--- src/rtl/vga_fb_pkg.sv ---
// vga_fb_pkg: shared widths and grant encoding for the frame-buffer arbiter.
package vga_fb_pkg;

  localparam int FB_ADDR_W = 19;  // 640x480 = 307200 words
  localparam int FB_DATA_W = 16;  // one pixel word
  localparam int STAT_W    = 16;  // width of the optional statistics counters

  // Bit 1 set means "a write owns the RAM this cycle", so the registered
  // grant state drives mem_wren straight from a flop.
  typedef enum logic [1:0] {
    GNT_NONE     = 2'd0,
    GNT_DISP     = 2'd1,
    GNT_WR       = 2'd2,
    GNT_FORCE_WR = 2'd3
  } grant_e;

endpackage

--- src/rtl/vga_fb_arbiter_if.sv ---
// vga_fb_arbiter_if: display read port and writer port of the frame-buffer
// arbiter. master = requesters (scanout + draw), slave = the arbiter.
interface vga_fb_arbiter_if #(
  parameter int ADDR_W = 19,
  parameter int DATA_W = 16
);
  logic              disp_req;
  logic [ADDR_W-1:0] disp_addr;
  logic              disp_ready;
  logic              disp_rvalid;
  logic [DATA_W-1:0] disp_rdata;

  logic              wr_valid;
  logic [ADDR_W-1:0] wr_addr;
  logic [DATA_W-1:0] wr_data;
  logic              wr_ready;

  modport master (
    output disp_req, disp_addr, wr_valid, wr_addr, wr_data,
    input  disp_ready, disp_rvalid, disp_rdata, wr_ready
  );

  modport slave (
    input  disp_req, disp_addr, wr_valid, wr_addr, wr_data,
    output disp_ready, disp_rvalid, disp_rdata, wr_ready
  );
endinterface

--- src/rtl/fb_rd_tag_pipe.sv ---
// fb_rd_tag_pipe: valid-only shift register that marks when a display read
// accepted DEPTH cycles earlier has its data on mem_q.
module fb_rd_tag_pipe #(
  parameter int DEPTH = 3  // RAM_LAT + 1, so always >= 2
) (
  input  logic clock,
  input  logic reset_n,
  input  logic accept,
  output logic rvalid
);

  logic [DEPTH-1:0] vld_sr;

  // Shift one accept tag per cycle; reset drops every in-flight read.
  // NOTE: sequential state uses <= so every flop samples pre-edge values.
  always_ff @(posedge clock or negedge reset_n) begin
    if (!reset_n) vld_sr <= '0;
    else          vld_sr <= {vld_sr[DEPTH-2:0], accept};
  end

  assign rvalid = vld_sr[DEPTH-1];

endmodule

--- src/rtl/vga_fb_arbiter.sv ---
// vga_fb_arbiter: shares one single-port frame-buffer RAM between the VGA
// scanout (reads) and the draw path (writes). Display has priority but the
// writer is forced in after MAX_DISP_RUN consecutive display grants.
// Optional statistics counters: define VGA_FB_ARB_STATS_EN.
module vga_fb_arbiter
  import vga_fb_pkg::*;
#(
  parameter int ADDR_W       = FB_ADDR_W,
  parameter int DATA_W       = FB_DATA_W,
  parameter int RAM_LAT      = 2,  // 1..4
  parameter int MAX_DISP_RUN = 8   // >= 1
) (
  input  logic              clock,
  input  logic              reset_n,
  vga_fb_arbiter_if.slave   bus,
  output logic [ADDR_W-1:0] mem_addr,
  output logic [DATA_W-1:0] mem_data,
  output logic              mem_wren,
  input  logic [DATA_W-1:0] mem_q
`ifdef VGA_FB_ARB_STATS_EN
  ,
  input  logic              stat_clr,
  output logic [STAT_W-1:0] stat_wr_stall,
  output logic [STAT_W-1:0] stat_forced
`endif
);

  localparam int              CNT_W   = $clog2(MAX_DISP_RUN + 1);
  localparam logic [CNT_W-1:0] RUN_MAX = CNT_W'(MAX_DISP_RUN);

  grant_e           gnt_q, gnt_d;
  logic [CNT_W-1:0] starve_cnt, starve_d;
  logic             disp_win, wr_win;

  // Arbitration and next grant / starvation count from the live requests.
  // NOTE: every output of this block gets a default first, so no latches.
  always_comb begin
    gnt_d    = GNT_NONE;
    starve_d = starve_cnt;
    disp_win = bus.disp_req && (!bus.wr_valid || (starve_cnt < RUN_MAX));
    wr_win   = bus.wr_valid && !disp_win;

    if (disp_win)    gnt_d = GNT_DISP;
    else if (wr_win) gnt_d = bus.disp_req ? GNT_FORCE_WR : GNT_WR;

    if (!bus.wr_valid || wr_win)              starve_d = '0;
    else if (disp_win && starve_cnt < RUN_MAX) starve_d = starve_cnt + 1'b1;
  end

  assign bus.disp_ready = disp_win;
  assign bus.wr_ready   = wr_win;

  // Grant state and starvation counter registers.
  always_ff @(posedge clock or negedge reset_n) begin
    if (!reset_n) begin
      gnt_q      <= GNT_NONE;
      starve_cnt <= '0;
    end else begin
      gnt_q      <= gnt_d;
      starve_cnt <= starve_d;
    end
  end

  // Write enable is the "write" bit of the registered grant state.
  assign mem_wren = gnt_q[1];

  // Registered RAM address/data; both hold when nobody is granted.
  // NOTE: these are plain datapath registers, not a memory array, so they
  // get a defined reset value for a clean first RAM cycle.
  always_ff @(posedge clock or negedge reset_n) begin
    if (!reset_n) begin
      mem_addr <= '0;
      mem_data <= '0;
    end else if (disp_win) begin
      mem_addr <= bus.disp_addr;
    end else if (wr_win) begin
      mem_addr <= bus.wr_addr;
      mem_data <= bus.wr_data;
    end
  end

  fb_rd_tag_pipe #(.DEPTH(RAM_LAT + 1)) u_rd_tag_pipe (
    .clock   (clock),
    .reset_n (reset_n),
    .accept  (disp_win),
    .rvalid  (bus.disp_rvalid)
  );

  // Read data passes straight through; disp_rvalid qualifies it.
  assign bus.disp_rdata = mem_q;

`ifdef VGA_FB_ARB_STATS_EN
  logic [STAT_W-1:0] stall_q, forced_q;

  // Saturating stall / forced-slot counters; clear beats increment.
  always_ff @(posedge clock or negedge reset_n) begin
    if (!reset_n) begin
      stall_q  <= '0;
      forced_q <= '0;
    end else if (stat_clr) begin
      stall_q  <= '0;
      forced_q <= '0;
    end else begin
      if (bus.wr_valid && !wr_win && stall_q != '1) stall_q  <= stall_q + 1'b1;
      if (gnt_d == GNT_FORCE_WR && forced_q != '1)  forced_q <= forced_q + 1'b1;
    end
  end

  assign stat_wr_stall = stall_q;
  assign stat_forced   = forced_q;
`endif

endmodule

--- src/flat_wrapper.sv ---
// flat-port wrapper written by rule: the top's interface ports become plain ports
module vga_fb_arbiter_flat import vga_fb_pkg::*;
#(
  parameter int ADDR_W       = FB_ADDR_W,
  parameter int DATA_W       = FB_DATA_W,
  parameter int RAM_LAT      = 2,         
  parameter int MAX_DISP_RUN = 8          
)
  (clock, reset_n, mem_addr, mem_data, mem_wren, mem_q, bus_disp_req, bus_disp_addr, bus_wr_valid, bus_wr_addr, bus_wr_data, bus_disp_ready, bus_disp_rvalid, bus_disp_rdata, bus_wr_ready);
  vga_fb_arbiter_if #(.ADDR_W(ADDR_W), .DATA_W(DATA_W)) bus_i ();
  input  logic clock;
  input  logic reset_n;
  output logic [ADDR_W-1:0] mem_addr;
  output logic [DATA_W-1:0] mem_data;
  output logic mem_wren;
  input  logic [DATA_W-1:0] mem_q;
  input wire logic [$bits(bus_i.disp_req)-1:0] bus_disp_req;
  input wire logic [$bits(bus_i.disp_addr)-1:0] bus_disp_addr;
  input wire logic [$bits(bus_i.wr_valid)-1:0] bus_wr_valid;
  input wire logic [$bits(bus_i.wr_addr)-1:0] bus_wr_addr;
  input wire logic [$bits(bus_i.wr_data)-1:0] bus_wr_data;
  output wire logic [$bits(bus_i.disp_ready)-1:0] bus_disp_ready;
  output wire logic [$bits(bus_i.disp_rvalid)-1:0] bus_disp_rvalid;
  output wire logic [$bits(bus_i.disp_rdata)-1:0] bus_disp_rdata;
  output wire logic [$bits(bus_i.wr_ready)-1:0] bus_wr_ready;
  assign bus_i.disp_req = bus_disp_req;
  assign bus_i.disp_addr = bus_disp_addr;
  assign bus_i.wr_valid = bus_wr_valid;
  assign bus_i.wr_addr = bus_wr_addr;
  assign bus_i.wr_data = bus_wr_data;
  assign bus_disp_ready = bus_i.disp_ready;
  assign bus_disp_rvalid = bus_i.disp_rvalid;
  assign bus_disp_rdata = bus_i.disp_rdata;
  assign bus_wr_ready = bus_i.wr_ready;
  vga_fb_arbiter #(.ADDR_W(ADDR_W), .DATA_W(DATA_W), .RAM_LAT(RAM_LAT), .MAX_DISP_RUN(MAX_DISP_RUN)) u_core (.clock(clock), .reset_n(reset_n), .bus(bus_i), .mem_addr(mem_addr), .mem_data(mem_data), .mem_wren(mem_wren), .mem_q(mem_q));
endmodule
--- config.mk ---
export PLATFORM = sky130hd
export DESIGN_NAME = vga_fb_arbiter_flat
export DESIGN_NICKNAME = d
export VERILOG_FILES = /design/src/rtl/vga_fb_pkg.sv /design/src/rtl/vga_fb_arbiter_if.sv /design/src/rtl/fb_rd_tag_pipe.sv /design/src/rtl/vga_fb_arbiter.sv /design/src/flat_wrapper.sv
export SDC_FILE = /design/constraint.sdc
export NUM_CORES = 1
export LEC_CHECK = 0
export ABC_AREA = 0
export ABC_CLOCK_PERIOD_IN_PS = 1600
export CORE_ASPECT_RATIO = 0.75
export CORE_UTILIZATION = 36
export DETAILED_ROUTE_END_ITERATION = 12
export GPL_TIMING_DRIVEN = 1
export PLACE_DENSITY_LB_ADDON = 0.2
export SLEW_MARGIN = 20
export SYNTH_ARGS = -nofsm -noshare
export SYNTH_HDL_FRONTEND = slang
export SYNTH_SLANG_ARGS = --single-unit
--- constraint.sdc ---
create_clock -name clock -period 1.6 [get_ports clock]
set_input_delay 0.24 -clock clock [delete_from_list [all_inputs] [get_ports clock]]
set_output_delay 0.24 -clock clock [all_outputs]
set_load 0.005 [all_outputs]
# Word-level counts from Yosys, hierarchy flattened
# Index checks and enable logic that the tools add are counted.
[word_totals] input_bits=74 word_cells=25 mem_bits_ro=0 output_inout_bits=55 latchBits=0 ram_bits=0 register_bits=44 mem_count=0
[op_classes] muxes=7 n_lt_le_gt_ge=1 n_div=0 mul=0 add_sub_neg=1 n_eq_ne=0 n_reduce_logical=10 n_bitwise=1 shift=0
[op_table] op="19-bit two-way mux" n=2
[op_table] op="4-bit two-way mux" n=2
[op_table] op="4-bit by 1-bit adder with 4-bit output, second input constant" n=1
[op_table] op="4-bit less-than comparator, second input constant" n=1
[op_table] op="2-bit two-way mux" n=2
[op_table] op="2-bit nonzero test" n=2
[op_table] op="1-bit logical AND" n=3
[op_table] op="1-bit logical NOT" n=2
[op_table] op="1-bit logical OR" n=2
[op_table] op="2-bit AND reduction" n=1
[op_table] op="1-bit two-way mux" n=1
[op_table] op="1-bit inverter" n=1

# Depth between registers and ports, before layout
# Gate-level depths: netlist (run 1).
[logic_depth] depth_word=7 ltp_mapped=5 mapped_depth_nobuf=3

# Cells and area by module
# A second synthesis (run 1) with hierarchy kept.
[unflattened] cells_unflattened=156 area_unflattened_um2=1974.4
[modules_own_cells] module="vga_fb_arbiter" n_inst=1 cells_per_inst=153 area_per_inst_um2=1899.3 seq_area_each_um2=1001.0
[modules_own_cells] module="fb_rd_tag_pipe" n_inst=1 cells_per_inst=3 area_per_inst_um2=75.1 seq_area_each_um2=75.1

# Worst setup path after synthesis (run 1)
# Ideal clock, no wire load.
[synth_path] path_type="register to register" startpoint="register u_core.starve_cnt[3]" endpoint="register u_core.mem_data[10]" stages_incl_launch_ff=6 t_required_ps=1475 path_buffers=2 setup_ps=125 t_arrival_ps=1295 path_slack_ps=179 cell_sequence="dfrtp_1 -> nand2b_1 -> and2_1 -> buf_6 -> buf_6 -> mux2_4"
[synth_via] elab_chain_len=6 word_cells_on_any_way=7
[synth_lines] item="start, declared" line_no="vga_fb_arbiter.sv:32" rtl="logic [CNT_W-1:0] starve_cnt, starve_d;"
[synth_lines] item="start signal, assigned" line_no="vga_fb_arbiter.sv:60" rtl="starve_cnt <= starve_d;"
[synth_lines] item="4-bit less-than comparator" line_no="vga_fb_arbiter.sv:40" rtl="disp_win = bus.disp_req && (!bus.wr_valid || (starve_cnt < RUN_MAX));"
[synth_lines] item="1-bit logical OR" line_no="vga_fb_arbiter.sv:40"
[synth_lines] item="1-bit logical AND" line_no="vga_fb_arbiter.sv:40"
[synth_lines] item="1-bit logical NOT" line_no="vga_fb_arbiter.sv:41" rtl="wr_win = bus.wr_valid && !disp_win;"
[synth_lines] item="1-bit logical AND" line_no="vga_fb_arbiter.sv:41"
[synth_lines] item="via bus_wr_ready" line_no="flat_wrapper.sv:25" rtl="output wire logic [$bits(bus_i.wr_ready)-1:0] bus_wr_ready;"
[synth_lines] item="2-bit AND reduction (no source line)"
[synth_lines] item="end signal, assigned" line_no="vga_fb_arbiter.sv:78" rtl="mem_data <= bus.wr_data;"
[synth_lines] item="end, declared" line_no="vga_fb_arbiter.sv:17" rtl="output logic [DATA_W-1:0] mem_data,"
# The timed path passes the listed nets, and every way through them passes these cells.
# A chain may end at the register's enable or synchronous reset.

# Final worst setup path (run 1)
[layout_path] startpoint="register u_core.starve_cnt[3]" endpoint="output bus_wr_ready"
[layout_via] elab_chain_len=5
[layout_lines] item="4-bit less-than comparator" line_no="vga_fb_arbiter.sv:40"
[layout_lines] item="1-bit logical OR" line_no="vga_fb_arbiter.sv:40"
[layout_lines] item="1-bit logical AND" line_no="vga_fb_arbiter.sv:40"
[layout_lines] item="1-bit logical NOT" line_no="vga_fb_arbiter.sv:41"
[layout_lines] item="1-bit logical AND" line_no="vga_fb_arbiter.sv:41"
[layout_lines] item="end, declared" line_no="flat_wrapper.sv:25"
# No other way between the ends.

==> results of run 1 <==
critical path: stages, from the launching register on:
cell,delay (ps)
dfrtp_1,410
nand2b_4,150
and2_1,180
dlygate4sd2_1,270
state kept, by name, summed over array words and instances, names as in the netlist:
register                     flops
u_core.starve_cnt                4
u_core.u_rd_tag_pipe.vld_sr      3
u_core.mem_addr                 19
u_core.gnt_q                     1
u_core.mem_data                 16
power by group:
part / internal [mW] / switching [mW] / total (mW) / leakage (nW)
logic: 0.431 / 0.193 / 0.624 / 0.761
registers: 1.20 / 0.0647 / 1.27 / 0.518
clock network: 0.458 / 0.342 / 0.799 / 0.0513
per-stage QoR:
stage / setup TNS (ps) / instances / instance area, um2 / setup slack [ps] / hold WS, ps
after detailed placement: -5050 / 312 / 2890 / -208 / 201
final: 0 / 322 / 3020 / 66.9 / 357
after global routing: -2.26 / 322 / 3020 / -2.26 / 362
after CTS: 0 / 321 / 3010 / 21.5 / 360
after global placement: -4730 / 312 / 2890 / -203 / 193
after floorplan: 0 / 161 / 1940 / 179 / -55.6
logic make-up (layout without fill, tap and decap cells):
group / count (synthesis) / in the layout / share of synthesized area [%]
flip-flops: 43 / 43 / 55.5
adder cells (fa/ha/maj): 1 / 1 / 0.645
AND/OR/NAND/NOR: 42 / 42 / 10.5
XOR/XNOR: 1 / 1 / 0.452
buffers and inverters: 26 / 115 / 9.10
multiplexers: 22 / 22 / 14.1
AO/OA/AOI/OAI: 26 / 26 / 9.74
area by class of cell:
cell class,instances,area [um2],area share [%]
Multi-Input combinational cell,92,698,23.1
Clock inverter,1,30.0,0.993
Tap cell,72,90.1,2.98
Clock buffer,6,72.6,2.40
Sequential cell,43,1080,35.6
Timing Repair Buffer,108,1060,34.9
worst paths after layout:
kind | slack, ps | from | cells past startpoint | to
max | 70 | u_core.starve_cnt[3] | 3 | bus_wr_ready
min | 360 | u_core.u_rd_tag_pipe.vld_sr[1] | 0 | u_core.u_rd_tag_pipe.vld_sr[2]
max reg2reg | 130 | u_core.starve_cnt[3] | 4 | u_core.mem_data[5]
min reg2reg | 360 | u_core.u_rd_tag_pipe.vld_sr[1] | 0 | u_core.u_rd_tag_pipe.vld_sr[2]
max in group asynchronous | 700 | reset_n | 3 | u_core.mem_addr[13]
min in group asynchronous | 410 | reset_n | 2 | u_core.mem_data[8]
layout by cell type, fill, tap and decap left out, types with 5 or more instances in the layout:
cell type	synthesis	layout
a31oi_1	6	6
a32oi_1	13	13
and3b_1	6	6
buf_4	16	10
clkbuf_8	0	5
clkdlybuf4s50_1	0	91
dfrtp_1	43	43
mux2_2	7	7
mux2_4	9	9
mux2i_1	6	6
nand2_1	27	27
o21ai_0	6	6
cell usage after synthesis:
| master | instances |
|---|---|
| a21boi_0 | 1 |
| a31oi_1 | 6 |
| a32oi_1 | 13 |
| and2_1 | 1 |
| and3_1 | 1 |
| and3b_1 | 6 |
| buf_2 | 3 |
| buf_4 | 16 |
| buf_6 | 2 |
| clkbuf_1 | 5 |
| dfrtp_1 | 43 |
| ha_1 | 1 |
| mux2_2 | 7 |
| mux2_4 | 9 |
| mux2i_1 | 6 |
| nand2_1 | 27 |
| nand2b_1 | 1 |
| nand3_1 | 1 |
| nor2_1 | 3 |
| nor2b_1 | 1 |
| nor3b_1 | 1 |
| o21ai_0 | 6 |
| xnor2_1 | 1 |
repair_timing:
action	4_1_cts	5_1_grt
pin swaps	0	0
setup buffers	1	1
hold buffers	1	0
gates cloned	0	0
endpoints found under the setup margin	2	1
endpoints found under the hold margin	16	0
resized for setup	5	1
per-layer routing:
| layer | vias to the layer above | wire, um | part of all wire [%] |
|---|---|---|---|
| li1 | 726 | - | - |
| met1 | 767 | 2070 | 44 |
| met2 | 64 | 2080 | 45 |
| met3 | 8 | 476 | 10 |
| met4 | 0 | 42 | 0.90 |
| met5 | - | 0 | 0 |
==> metrics.cfg, run 1 <==
[synth]
synth_area_per_cell_um2 = 12.0
synth.yosys.seq_area_share_pct = 55.5
synth_cell_type_count = 23
syn-num-nets = 236
synth_top_cell_by_area = dfrtp_1
netlist_instances = 161
synth_area_leaders = dfrtp_1, mux2_4, buf_4, a32oi_1, nand2_1
synth-seq-cells = 43
syn_area_mm2 = 0.00194
synth_top_area_share_pct = 55.5
synth_warnings = 0

[drt]
drt_iter0_drc = 47
drt-total-wl_um = 4670
first_pass_iters = 4
ant_nets = 0
drc = 0
routedWlPerCell_um = 14.5
route.vias.total = 1565
drt-vias-per-instance = 4.86

[grt]
met3_usage_pct = 7.79
grt_pass1_wl_um = 7580
met1_usage_pct = 21.6
grtUsageTotal_pct = 17.7
met2_usage_pct = 28.7
overflow = 0
antenna_found_initial = 0
grt_pass1_vias = 1667
grt_busiest_layer = met2
grt_max_degree = 28

[pwr]
power.total_mw = 2.69
powerDensity_mw_per_mm2 = 890
leakage_nw = 1.33
ir_drop_uv = 356

[worst_setup_path]
setup.worst_path.end_class = primary output
crit_fanout = 3
cp_data_arrival_time_ps = 1290
crit_required_ps = 1360
worstSetupStartpointType = register
critPathKind = register to primary output

[clocking]
cts_sinks = 43
clkSlewWorstSetupHoldPaths_ps = 80
cts_tree = built
h-tree-depth = 2
cts-buffers-inserted = 5
clkLatencyLatePin_ps = 290
clock_path_buffers = 2
cts_root_buf = clkbuf_8

[die]
fp.dieW_um = 86.8
coreArea_mm2 = 0.00504
initial_utilization_pct = 38.5
io_pins = 129
rows = 22
die_h_um = 65.6
dieArea_mm2 = 0.00569

[outcome]
status = finished, final reports clean

[timing]
worst_pin_slew_ps = 927
skew_ps = 7.82
hold_violations = 0
setup_viol = 0
slew_viol_final = 0
finalCriticalPeriod_ps = 1530
clock.fmax_mhz = 652
min_period_over_period_pct = 95.8
timing.slew.headroom_pct = 38.0

[layout]
fillers = 442
syn2layout_area_growth_pct = 55.9
drive_above_1_share_pct = 14.4
nets = 325
num_antenna_cells = 0
final_core_util_pct = 60.0

[place]
dpl.hpwl_um = 3320
port_buffers = 96
place_congestion = 0.697

[job]
maxCapViolations = 0

[hold_path]
min_path_type = register to register

Note: power is estimated with default switching activity, not from simulation.
==> run 2, diff against run 1 <==
CTS_CLUSTER_SIZE = 16   (was default)
==> results of run 2 <==
Same layout as run 1: the final DEF is identical, and so are final timing and power.
==> patch: new RTL, settings of run 1 <==
`MAX_DISP_RUN` is set to 8 in 2 places; all go to 4.
--- a/src/rtl/vga_fb_arbiter.sv
+++ b/src/rtl/vga_fb_arbiter.sv
@@ -8,7 +8,7 @@
   parameter int ADDR_W       = FB_ADDR_W,
   parameter int DATA_W       = FB_DATA_W,
   parameter int RAM_LAT      = 2,  // 1..4
-  parameter int MAX_DISP_RUN = 8   // >= 1
+  parameter int MAX_DISP_RUN = 4   // >= 1
 ) (
   input  logic              clock,
   input  logic              reset_n,
--- a/src/flat_wrapper.sv
+++ b/src/flat_wrapper.sv
@@ -4,7 +4,7 @@
   parameter int ADDR_W       = FB_ADDR_W,
   parameter int DATA_W       = FB_DATA_W,
   parameter int RAM_LAT      = 2,         
-  parameter int MAX_DISP_RUN = 8          
+  parameter int MAX_DISP_RUN = 4          
 )
   (clock, reset_n, mem_addr, mem_data, mem_wren, mem_q, bus_disp_req, bus_disp_addr, bus_wr_valid, bus_wr_addr, bus_wr_data, bus_disp_ready, bus_disp_rvalid, bus_disp_rdata, bus_wr_ready);
   vga_fb_arbiter_if #(.ADDR_W(ADDR_W), .DATA_W(DATA_W)) bus_i ();
Function: changed (Yosys sat finds a counterexample within 10 cycles, from zero or initial values and one cycle with reset_n low).
==> patch against run 1 <==
- non-clock buffer count down 1
- setup slack better by 0.027 ns
- area after synthesis down 0.19%
- total power fell by 3.8%
- critical endpoint unchanged
- synthesized cell count is 12% lower
- final area is 1.7% lower
- sequential cell count decreased by 1
- highest routed layer unchanged
- clock skew increased by 0.0080 ns
- wire length up 9.2%
==> patch: results (changes against run 1) <==
vias in the first global route -> 1,695 (was 1,667)
M1 WL -> 2261 µm (was 2071 µm)
Post-synth top cells -> 42 x dfrtp_1, 19 x o221a_2, 17 x buf_4, 14 x or3_1, 10 x mux2_4 (was 43 x dfrtp_1, 27 x nand2_1, 16 x buf_4, 13 x a32oi_1, 9 x mux2_4)
Setup Fix Bufs, Post-CTS -> 0 (was 1)
Inserted Diodes -> 0 (unchanged)
DP Cell Count -> 296 (was 312)
P_clk -> 0.699 mW (was 0.799 mW)
M3 GR Usage -> 5.151% (was 7.789%)
fillers -> 417 (was 442)
GP Congestion -> 0.6818 (was 0.6966)
met1 usage -> 23.76% (was 21.59%)
Slew HR -> 63.45% (was 37.98%)
Min-Delay Path Class -> in2async (was reg2reg)
sequential share of the synthesized area -> 54.30% (was 55.48%)
Post-CTS Resized -> 4 (was 5)
top post-synthesis cells by area -> dfrtp_1 54%, o221a_2 11%, mux2_4 7.8% (was dfrtp_1 55%, mux2_4 7.0%, buf_4 6.2%)
DRT iter0 DRCs -> 58 (was 47)
uppermost layer routed -> met4 (unchanged)
vias per inst -> 4.928 (was 4.860)
buffer depth of the longest clock path -> 2 (unchanged)
nets -> 306 (was 325)
Pleak -> 1.274 nW (was 1.330 nW)
Max VDD drop -> 392.8 µV (was 356.1 µV)
Tot Pwr -> 2.589 mW (was 2.689 mW)
status -> completed (unchanged)
layout cells sized above 1 -> 27.16% (was 14.40%)
pin count of the biggest net entering global routing -> 43 (was 28)
Post-Syn Nets -> 217 (was 236)
CP max stage delay -> 0.44 ns (was 0.41 ns)
slowest cell on the critical path -> dfrtp_2 (was dfrtp_1)
wire length on met2 -> 2396 µm (was 2084 µm)
Mean Syn Cell Area -> 13.63 µm² (was 12.05 µm²)
met3 WL -> 327 µm (was 476 µm)
total track usage -> 19.29% (was 17.66%)
post-synthesis cell type count -> 21 (was 23)
first-pass GRT wire length -> 8266 µm (was 7583 µm)
NetSw -> 0.6388 mW (was 0.5993 mW)
dpl cell area -> 0.002873 mm² (was 0.002889 mm²)
largest registers -> u_core.mem_addr: 19 flops, u_core.mem_data: 16 flops (was u_core.mem_addr: 19 flops, u_core.mem_data: 16 flops, u_core.starve_cnt: 4 flops)
TritonRoute pass-1 iters -> 6 (was 4)
Finished Layout Cells -> 304 (was 322)
met2 GRT Util -> 32.24% (was 28.67%)
CP arrival -> 1.27 ns (was 1.29 ns)
CP Max Fanout -> 3 (unchanged)
Post-Place Worst Slack -> -0.2723 ns (was -0.2080 ns)
DRC -> 0 (unchanged)
final WL -> 5101 µm (was 4673 µm)
hpwl dp -> 3803 µm (was 3316 µm)
Setup Skew -> 0.01578 ns (was 0.007823 ns)
==> patch: cell count changes in the layout (fill, tap and decap cells not counted), sizes merged, moves of 13 or more <==
cell | before | now
nand2 | 27 | 3
a32oi | 13 | 0
o221a | 0 | 19
or3 | 0 | 14
==> patch: critical path: cells and delay by family, from the launching register on <==
family | cells | cell delay [ns]
buffers and inverters | 2 | 0.28
flip-flops | 1 | 0.44
AND/OR/NAND/NOR | 2 | 0.27
==> patch: cell families (layout without fill, tap and decap cells) <==
family / after synthesis / after routing / synth area share, %
simple gates: 32 / 32 / 10.54
mux: 16 / 16 / 11.25
compound gates: 24 / 24 / 12.99
buf+inv: 27 / 117 / 10.28
flops: 42 / 42 / 54.30
fa+ha+maj: 1 / 1 / 0.6463
==> patch: layout make-up <==
class | instances | area [µm²] | area share [%]
Sequential cell | 42 | 1052 | 35.41
Clock buffer | 5 | 68.82 | 2.316
Tap cell | 72 | 90.09 | 3.032
Multi-Input combinational cell | 73 | 690.7 | 23.24
Timing Repair Buffer | 107 | 1039 | 34.95
Clock inverter | 3 | 23.77 | 0.8000
Inverter | 2 | 7.507 | 0.2526
==> patch: path summary, 6_finish.rpt <==
kind / from / to / slack, ns / depth (start not counted)
setup / recovery: u_core.starve_cnt[2] / bus_wr_ready / 0.09 / 4
hold / removal: reset_n / u_core.mem_addr[10] / 0.005 / 2
setup reg to reg: u_core.starve_cnt[2] / u_core.mem_data[3] / 0.18 / 4
hold reg to reg: u_core.u_rd_tag_pipe.vld_sr[1] / u_core.u_rd_tag_pipe.vld_sr[2] / 0.36 / 0
max in group asynchronous: reset_n / u_core.starve_cnt[2] / 1.18 / 2
min in group clock: bus_wr_valid / u_core.gnt_q[1] / 0.32 / 3
